[src/rtl/hd_scoreboard.sv]
// Self-checking scoreboard: queues expected words and compares each decoder output against the oldest one.
// Optional HD_SB_STOP_ON_FAIL_EN: the first mismatch sends the checker to its terminal ERROR state.
module hd_scoreboard #(
  parameter int k       = 8,
  parameter int DEPTH   = 16,
  parameter int MAX_LAT = 32
) (
  input  logic                     clk,
  input  logic                     rst,
  input  logic [k-1:0]             exp_din,
  input  logic                     exp_vld,
  input  logic [k-1:0]             act_din,
  input  logic                     act_vld,
  input  logic                     flush,
  output logic [$clog2(DEPTH):0]   occ,
  output logic [15:0]              pass_cnt,
  output logic [15:0]              fail_cnt,
  output logic                     mismatch,
  output logic                     overflow,
  output logic                     underflow,
  output logic                     timeout,
  output logic                     done
);

  localparam int PW = $clog2(DEPTH) + 1;
  localparam int AW = $clog2(MAX_LAT + 1);
  localparam logic [PW-1:0] FULL_OCC = PW'(DEPTH);
  localparam logic [AW-1:0] LAT_LIM  = AW'(MAX_LAT);

  typedef enum logic [2:0] {IDLE, RUN, DRAIN, DONE, ERROR} state_t;

  state_t        state, state_nxt;
  logic [k-1:0]  mem [DEPTH];
  logic [PW-1:0] wr_ptr, rd_ptr, occ_nxt;
  logic [AW-1:0] age, age_nxt;
  logic          full, empty, push_ok, push, pop, head_eq, fail_ev;
  logic          of_set, uf_set, to_set, stop_fail, sticky_err, done_set;

  always_comb begin
    full       = (occ == FULL_OCC);
    empty      = (occ == '0);
    // Only IDLE/RUN accept expected words; a flush request wins over a push.
    push_ok    = exp_vld && !flush && ((state == IDLE) || (state == RUN));
    pop        = act_vld && !empty && (state != ERROR) && (state != DONE);
    push       = push_ok && (!full || pop);
    head_eq    = (act_din == mem[rd_ptr[PW-2:0]]);
    fail_ev    = pop && !head_eq;
    of_set     = push_ok && full && !pop;
    uf_set     = act_vld && empty && (state != ERROR);
    occ_nxt    = occ + PW'(push) - PW'(pop);
    sticky_err = overflow || underflow || timeout;
    if (empty || pop)        age_nxt = '0;
    else if (age != LAT_LIM) age_nxt = age + AW'(1);
    else                     age_nxt = age;
    to_set     = (age_nxt == LAT_LIM) && (state != ERROR);
  end

`ifdef HD_SB_STOP_ON_FAIL_EN
  assign stop_fail = fail_ev;
`else
  assign stop_fail = 1'b0;
`endif

  always_comb begin
    state_nxt = state;
    done_set  = 1'b0;
    case (state)
      IDLE: begin
        if (flush)     state_nxt = DRAIN;
        else if (push) state_nxt = RUN;
      end
      RUN: begin
        if (of_set || uf_set || to_set || stop_fail || sticky_err) state_nxt = ERROR;
        else if (flush)                                            state_nxt = DRAIN;
        else if (occ_nxt == '0)                                    state_nxt = IDLE;
      end
      DRAIN: begin
        if (uf_set || to_set || stop_fail || sticky_err) begin
          state_nxt = ERROR;
        end else if (empty) begin
          state_nxt = DONE;
          done_set  = 1'b1;
        end
      end
      DONE:    state_nxt = DONE;
      ERROR:   state_nxt = ERROR;
      default: state_nxt = ERROR;
    endcase
  end

  // Storage is not reset; stale entries are unreachable once the pointers clear.
  always_ff @(posedge clk) begin
    if (push) mem[wr_ptr[PW-2:0]] <= exp_din;
  end

  always_ff @(posedge clk or posedge rst) begin
    if (rst) begin
      state     <= IDLE;
      wr_ptr    <= '0;
      rd_ptr    <= '0;
      occ       <= '0;
      age       <= '0;
      pass_cnt  <= '0;
      fail_cnt  <= '0;
      mismatch  <= 1'b0;
      overflow  <= 1'b0;
      underflow <= 1'b0;
      timeout   <= 1'b0;
      done      <= 1'b0;
    end else begin
      state    <= state_nxt;
      occ      <= occ_nxt;
      age      <= age_nxt;
      mismatch <= fail_ev;
      if (push) wr_ptr <= wr_ptr + PW'(1);
      if (pop)  rd_ptr <= rd_ptr + PW'(1);
      if (pop && head_eq && (pass_cnt != 16'hFFFF)) pass_cnt <= pass_cnt + 16'd1;
      if (fail_ev && (fail_cnt != 16'hFFFF))        fail_cnt <= fail_cnt + 16'd1;
      if (of_set)   overflow  <= 1'b1;
      if (uf_set)   underflow <= 1'b1;
      if (to_set)   timeout   <= 1'b1;
      if (done_set) done      <= 1'b1;
    end
  end

endmodule

[config.mk]
export PLATFORM = sky130hd
export DESIGN_NAME = hd_scoreboard
export DESIGN_NICKNAME = d
export VERILOG_FILES = /design/src/rtl/hd_scoreboard.sv
export SDC_FILE = /design/constraint.sdc
export NUM_CORES = 1
export LEC_CHECK = 0
export ABC_AREA = 0
export CAP_MARGIN = 20
export CORE_ASPECT_RATIO = 0.8
export CORE_MARGIN = 4
export CORE_UTILIZATION = 33
export DETAILED_ROUTE_END_ITERATION = 6
export SLEW_MARGIN = 0
export SYNTH_ARGS = -nofsm -noshare
export SYNTH_HDL_FRONTEND = slang
export SYNTH_SLANG_ARGS = --single-unit
[constraint.sdc]
create_clock -name clk -period 2.92 [get_ports clk]
set_input_delay 0.584 -clock clk [delete_from_list [all_inputs] [get_ports clk]]
set_output_delay 0.584 -clock clk [all_outputs]
set_load 0.05 [all_outputs]
# After elaboration in Yosys (flattened, before gate mapping)
# Memories as Yosys holds them, arrays and structs flattened.
# Cells that the tools add are included.
dict set report word_totals {
  ramBits 128
  elab_cells 83
  ff_bits 61
  memories 1
}
# memory depth word_bits rd rd_ports_with_merged_regs wr line_no
set memory_table {}
lappend memory_table {mem 16 8 1 0 1 33} ;# logic [k-1:0] mem [DEPTH];
dict set report op_classes {
  muxes 15
  eq_ne 14
  n_reduce_logical 34
  n_addsub 7
}
# cell count
set ops {}
lappend ops {{$add 16x1->16 const B} 2}
lappend ops {{$ne 16x16->1 const B} 2}
lappend ops {{$mux 3} 7}
lappend ops {{$logic_and 1x1->1} 15}
lappend ops {{$mux 6} 2}
lappend ops {{$pmux 3 s4} 1}
lappend ops {{$add 5x1->5 const B} 2}
lappend ops {{$logic_not 5->1} 2}
lappend ops {{$logic_or 1x1->1} 10}
lappend ops {{$ne 3x3->1 const B} 3}
lappend ops {{$eq 8x8->1} 1}
lappend ops {{$add 6x1->6 const B} 1}
lappend ops {{$eq 3x2->1 const B} 2}
lappend ops {{$eq 6x6->1 const B} 1}
lappend ops {{$ne 6x6->1 const B} 1}
lappend ops {{$add 5x1->5} 1}
lappend ops {{$eq 5x5->1 const B} 1}
lappend ops {{$logic_not 1->1} 5}
lappend ops {{$mux 1} 5}
lappend ops {{$sub 5x1->5} 1}
lappend ops {{$ne 4x2->1 const B} 1}
lappend ops {{$eq 3x1->1 const B} 1}
lappend ops {{$logic_not 3->1} 1}
lappend ops {{$ne 3x2->1 const B} 1}
lappend ops {{$reduce_and 3->1} 1}

# Longest topological paths before layout
dict set report logic_depth {
  depth_word 14
  mapped_depth 19
  ltp_nobuf 17
}

# Worst setup path after synthesis
# Ideal clock, no wire load.
dict set report synth_timing {
  path_kind {register -> register}
  start {reg occ[2]}
  end {reg state[0]}
  n_path_buf 2
  arrival_time_ns 3.384
  period_less_slack_ns 3.503
  stages_incl_launch_ff 20
  setup_ns 0.119
  t_required_ns 2.801
  slack_ns -0.583
  path_cell_list {dfrtp_1 > inv_1 > ha_1 > nor4b_2 > nor2_1 > clkbuf_1 > clkbuf_1 > nand2_1 > o21ai_0 > ha_1 > inv_1 > fa_1 > inv_1 > a21oi_1 > nor2_1 > nor2_1 > xnor2_1 > nor2_1 > a21oi_1 > o21a_1}
}
# element line_no
set synth_rtl {}
lappend synth_rtl {{from (decl)} 15} ;# output logic [$clog2(DEPTH):0] occ,
lappend synth_rtl {{from (signal assigned)} 112} ;# occ <= occ_nxt;
lappend synth_rtl {{$logic_not 5->1} 41} ;# empty = (occ == '0);
lappend synth_rtl {{$logic_not 1->1} 44} ;# pop = act_vld && !empty && (state != ERROR) && (state != DONE);
lappend synth_rtl {{$logic_and 1x1->1 (3 in series)} 44}
lappend synth_rtl {{$logic_or 1x1->1} 45} ;# push = push_ok && (!full || pop);
lappend synth_rtl {{$logic_and 1x1->1} 45}
lappend synth_rtl {{$add 5x1->5} 50} ;# occ_nxt = occ + PW'(push) - PW'(pop);
lappend synth_rtl {{$sub 5x1->5 *} 50}
lappend synth_rtl {{net occ_nxt[4]} 34} ;# logic [PW-1:0] wr_ptr, rd_ptr, occ_nxt;
lappend synth_rtl {{$logic_not 5->1 *} 75} ;# else if (occ_nxt == '0) state_nxt = IDLE;
lappend synth_rtl {{$ne 4x2->1 (no line) *} n/a}
lappend synth_rtl {{$reduce_and 3->1 (no line) *} n/a}
lappend synth_rtl {{to (signal assigned)} 111} ;# state <= state_nxt;
lappend synth_rtl {{to (decl)} 32} ;# state_t state, state_nxt;
# Mark *: on every way through the listed nets, which the timed path passes. The rest lies on a longest branch.
# A chain may end at the register's enable or synchronous reset.

# Worst setup path in the final report
dict set report layout_timing {
  start {reg rd_ptr[2]}
  end {reg pass_cnt[1]}
}
dict set report layout_between {
  elab_chain_cells 4
}
# element line_no
set layout_rtl {}
lappend layout_rtl {{from (decl)} 34}
lappend layout_rtl {{from (signal assigned)} 116} ;# if (pop) rd_ptr <= rd_ptr + PW'(1);
lappend layout_rtl {{$mem_v2 16x8} n/a}
lappend layout_rtl {{$eq 8x8->1} 46} ;# head_eq = (act_din == mem[rd_ptr[PW-2:0]]);
lappend layout_rtl {{$logic_and 1x1->1 (2 in series)} 117} ;# if (pop && head_eq && (pass_cnt != 16'hFFFF)) pass_cnt <= pass_cnt + 16'd1;
lappend layout_rtl {{to (signal assigned)} 117}
lappend layout_rtl {{to (decl)} 16} ;# output logic [15:0] pass_cnt,
# No other way between the ends.

==> flow_summary.json <==
{
  "synth_edf_count": 128,
  "power_frac_clock_pct": 26.3,
  "grt_pass1_wl_um": 27800,
  "ys_types": 55,
  "routed_wl_um": 17500,
  "clock-sinks": 187,
  "drtAntennaViolNets": 0,
  "die_area_sq_um": 27400,
  "clockBufferDepth": 2,
  "wl_per_cell_um": 18.0,
  "io_pins": 63,
  "hold_slack_ns": 0.491,
  "cts_resized": 0,
  "postCtsSetupBuffers": 0,
  "syn_avg_cell_area_sq_um": 15.2,
  "io_buffers": 62,
  "async_flop_share_pct": 31.6,
  "rsz0062_at_grt": "no",
  "cts.clk_slew.worst_paths_ns": 0.07,
  "r2r_end": "pass_cnt[1]",
  "via_count": 4730,
  "diodes": 0,
  "dp_cells": 940,
  "critPathCapture": "pass_cnt[1]",
  "finalCritPeriodShare_pct": 96.2,
  "drcViolationCount": 0,
  "grt-ovfl-total": 0,
  "fin_util_pct": 41.8,
  "r2r-start": "rd_ptr[2]",
  "status": "finished clean",
  "slew_headroom_pct": 63.8,
  "cts_tree": "built",
  "drt-pass1-iter-count": 4,
  "root_buffer": "clkbuf_16",
  "area_delta_synth_final_pct": 24.3,
  "clk_latency_ns": 0.42,
  "syn-cell-area_sq_um": 8190,
  "combPwrFrac_pct": 35.1,
  "seqPwrFrac_pct": 38.6,
  "initialDrtViolationCount": 353,
  "pre_cts_ws_ns": -0.210,
  "final_max_slew_viol_count": 0,
  "total_power_w": 0.00861,
  "cts_made_buffers": 17,
  "power_density_nw_per_um2": 846,
  "yosysWarnings": 0,
  "power.internal_w": 0.00568,
  "setup_viol": 0,
  "fin_nets": 677,
  "dieHeight_um": 149,
  "crit_required_ns": 3.22,
  "hold_class": "flip-flop to flip-flop",
  "yosys_most_used_dff": "edfxtp_1",
  "drive_gt1_share_pct": 22.0,
  "path_class": "flip-flop to flip-flop",
  "row_count": 51,
  "crit_arrival_ns": 3.11,
  "dp_hpwl_um": 12000,
  "reg2reg_depth": 10,
  "p_sw_share_pct": 34.0,
  "syn-instance-count": 538,
  "final_cell_mix": "edfxtp_1, clkdlybuf4s50_1, dfrtp_1, buf_4, xnor2_1",
  "startpoint": "rd_ptr[2]",
  "tightest_slew_ns": 0.541,
  "max_clock_freq_mhz": 356,
  "grt_start_max_net_pins": 38,
  "cts_hold_buf": 0,
  "drv_cap": 0,
  "antenna_found_initial": 0,
  "final_common_cell": "edfxtp_1",
  "hold_viol": 0,
  "grt_usage_pct": 13.1,
  "fp.coreArea_sq_um": 24400,
  "critPathMaxFanout": 31,
  "layout.cells.non_filler": 972,
  "min_period_ns": 2.81,
  "fin_skew_ns": 0.0103,
  "gp_congestion": 0.774,
  "grt_pass1_vias": 4995,
  "synth_fp_nets": 574,
  "p_leak_nw": 3.80,
  "critPathLaunchType": "flip-flop",
  "viasPerCell": 4.87,
  "ir_drop_mv": 0.468,
  "initial_utilization_pct": 33.6,
  "yosysSeqAreaShare_pct": 65.0,
  "synth-seq-cells": 187,
  "crit_path_end_kind": "flip-flop",
  "worst_slack_ns": 0.112,
  "reg2reg_slack_ns": 0.11,
  "p_sw_w": 0.00293,
  "fp.dieW_um": 184,
  "htree_num_levels": 4
}
## cell usage after synthesis (all sizes together) (2+ instances only)
| cell | number | area [sq um] |
|---|---|---|
| nand2 | 23 | 86.3 |
| a211oi | 2 | 15.0 |
| nand2b | 4 | 25.0 |
| or2 | 4 | 25.0 |
| or3 | 2 | 12.5 |
| a31oi | 3 | 18.8 |
| mux2i | 18 | 180 |
| and2 | 3 | 18.8 |
| nor4 | 12 | 119 |
| xor2 | 22 | 193 |
| edfxtp | 128 | 3840 |
| mux4 | 30 | 676 |
| a21oi | 7 | 35.0 |
| and3 | 11 | 68.8 |
| xnor2 | 37 | 324 |
| o21ai | 5 | 25.0 |
| nor3 | 12 | 60.1 |
| buf | 13 | 82.6 |
| dfrtp | 59 | 1480 |
| a31o | 3 | 26.3 |
| inv | 20 | 75.1 |
| ha | 14 | 175 |
| nand3 | 17 | 85.1 |
| clkbuf | 9 | 33.8 |
| nand4 | 19 | 125 |
| nor2b | 4 | 25.0 |
| nand3b | 3 | 22.5 |
| nor2 | 32 | 120 |
| mux2 | 4 | 45.0 |
## logic make-up (layout without fill, tap and decap cells)
group                    count (synthesis)  in the layout  share of synthesized area (%)
multiplexers                            52             52                           11.0
buffers and inverters                   42            158                           2.34
XOR/XNOR                                59             59                           6.31
AND/OR/NAND/NOR                        153            153                           10.5
adder cells (fa/ha/maj)                 15             15                           2.38
AO/OA/AOI/OAI                           30             30                           2.46
flip-flops                             187            187                           65.0
## routing by layer
metal / track usage, % / vias to the layer above / wire, um
li1: - / 2234 / -
met1: 17.9 / 2422 / 8030
met2: 21.4 / 64 / 8910
met3: 2.73 / 10 / 457
met4: 3.25 / 0 / 83
met5: 0 / - / 0
## final cells by class
type | count | area [sq um]
Multi-Input combinational cell | 309 | 2770
Fill cell | 2194 | 14200
Clock buffer | 18 | 429
Clock inverter | 14 | 158
Timing Repair Buffer | 106 | 1020
Inverter | 20 | 75.1
Sequential cell | 187 | 5330
Tap cell | 318 | 398
## state kept, by name, indices dropped and copies added (netlist names)
name / cells
mem: 128
fail_cnt: 16
pass_cnt: 16
age: 6
occ: 5
rd_ptr: 4
wr_ptr: 4
state: 3
done: 1
mismatch: 1
overflow: 1
timeout: 1
underflow: 1
## worst max-delay path, stage by stage (launching register included)
cell	delay, ns
dfrtp_1	0.39
buf_12	0.21
mux4_2	0.54
mux2i_1	0.15
mux2i_1	0.12
xor2_1	0.18
a211oi_2	0.25
nand4_2	0.15
buf_12	0.20
nor2_2	0.15
mux2_1	0.33
## worst min-delay path by stage
stage / startpoint / endpoint / slack [ns] / cells after the start
floorplan: state[2] / state[2] / 0.54 / 2
CTS: underflow / underflow / 0.50 / 1
finish: done / done / 0.49 / 1
detailed placement: underflow / underflow / 0.48 / 1
global placement: done / done / 0.46 / 1
global route: underflow / underflow / 0.50 / 1
## per-stage QoR
step / setup TNS (ns) / cell area (sq um)
2_1_floorplan: 0 / 8240
3_3_place_gp: -0.158 / 9520
3_5_place_dp: -0.210 / 9520
4_1_cts: 0 / 10100
5_1_grt: 0 / 10200
6_report: 0 / 10200
## power groups by stage
stage | registers, W | logic [W] | clock network, W
2_1_floorplan | 0.00363 | 0.00182 | 0
3_3_place_gp | 0.00336 | 0.00295 | 0
3_5_place_dp | 0.00338 | 0.00300 | 0
4_1_cts | 0.00332 | 0.00302 | 0.00232
5_1_grt | 0.00336 | 0.00327 | 0.00244
6_report | 0.00332 | 0.00303 | 0.00226
(Power assumes the default switching activity.)
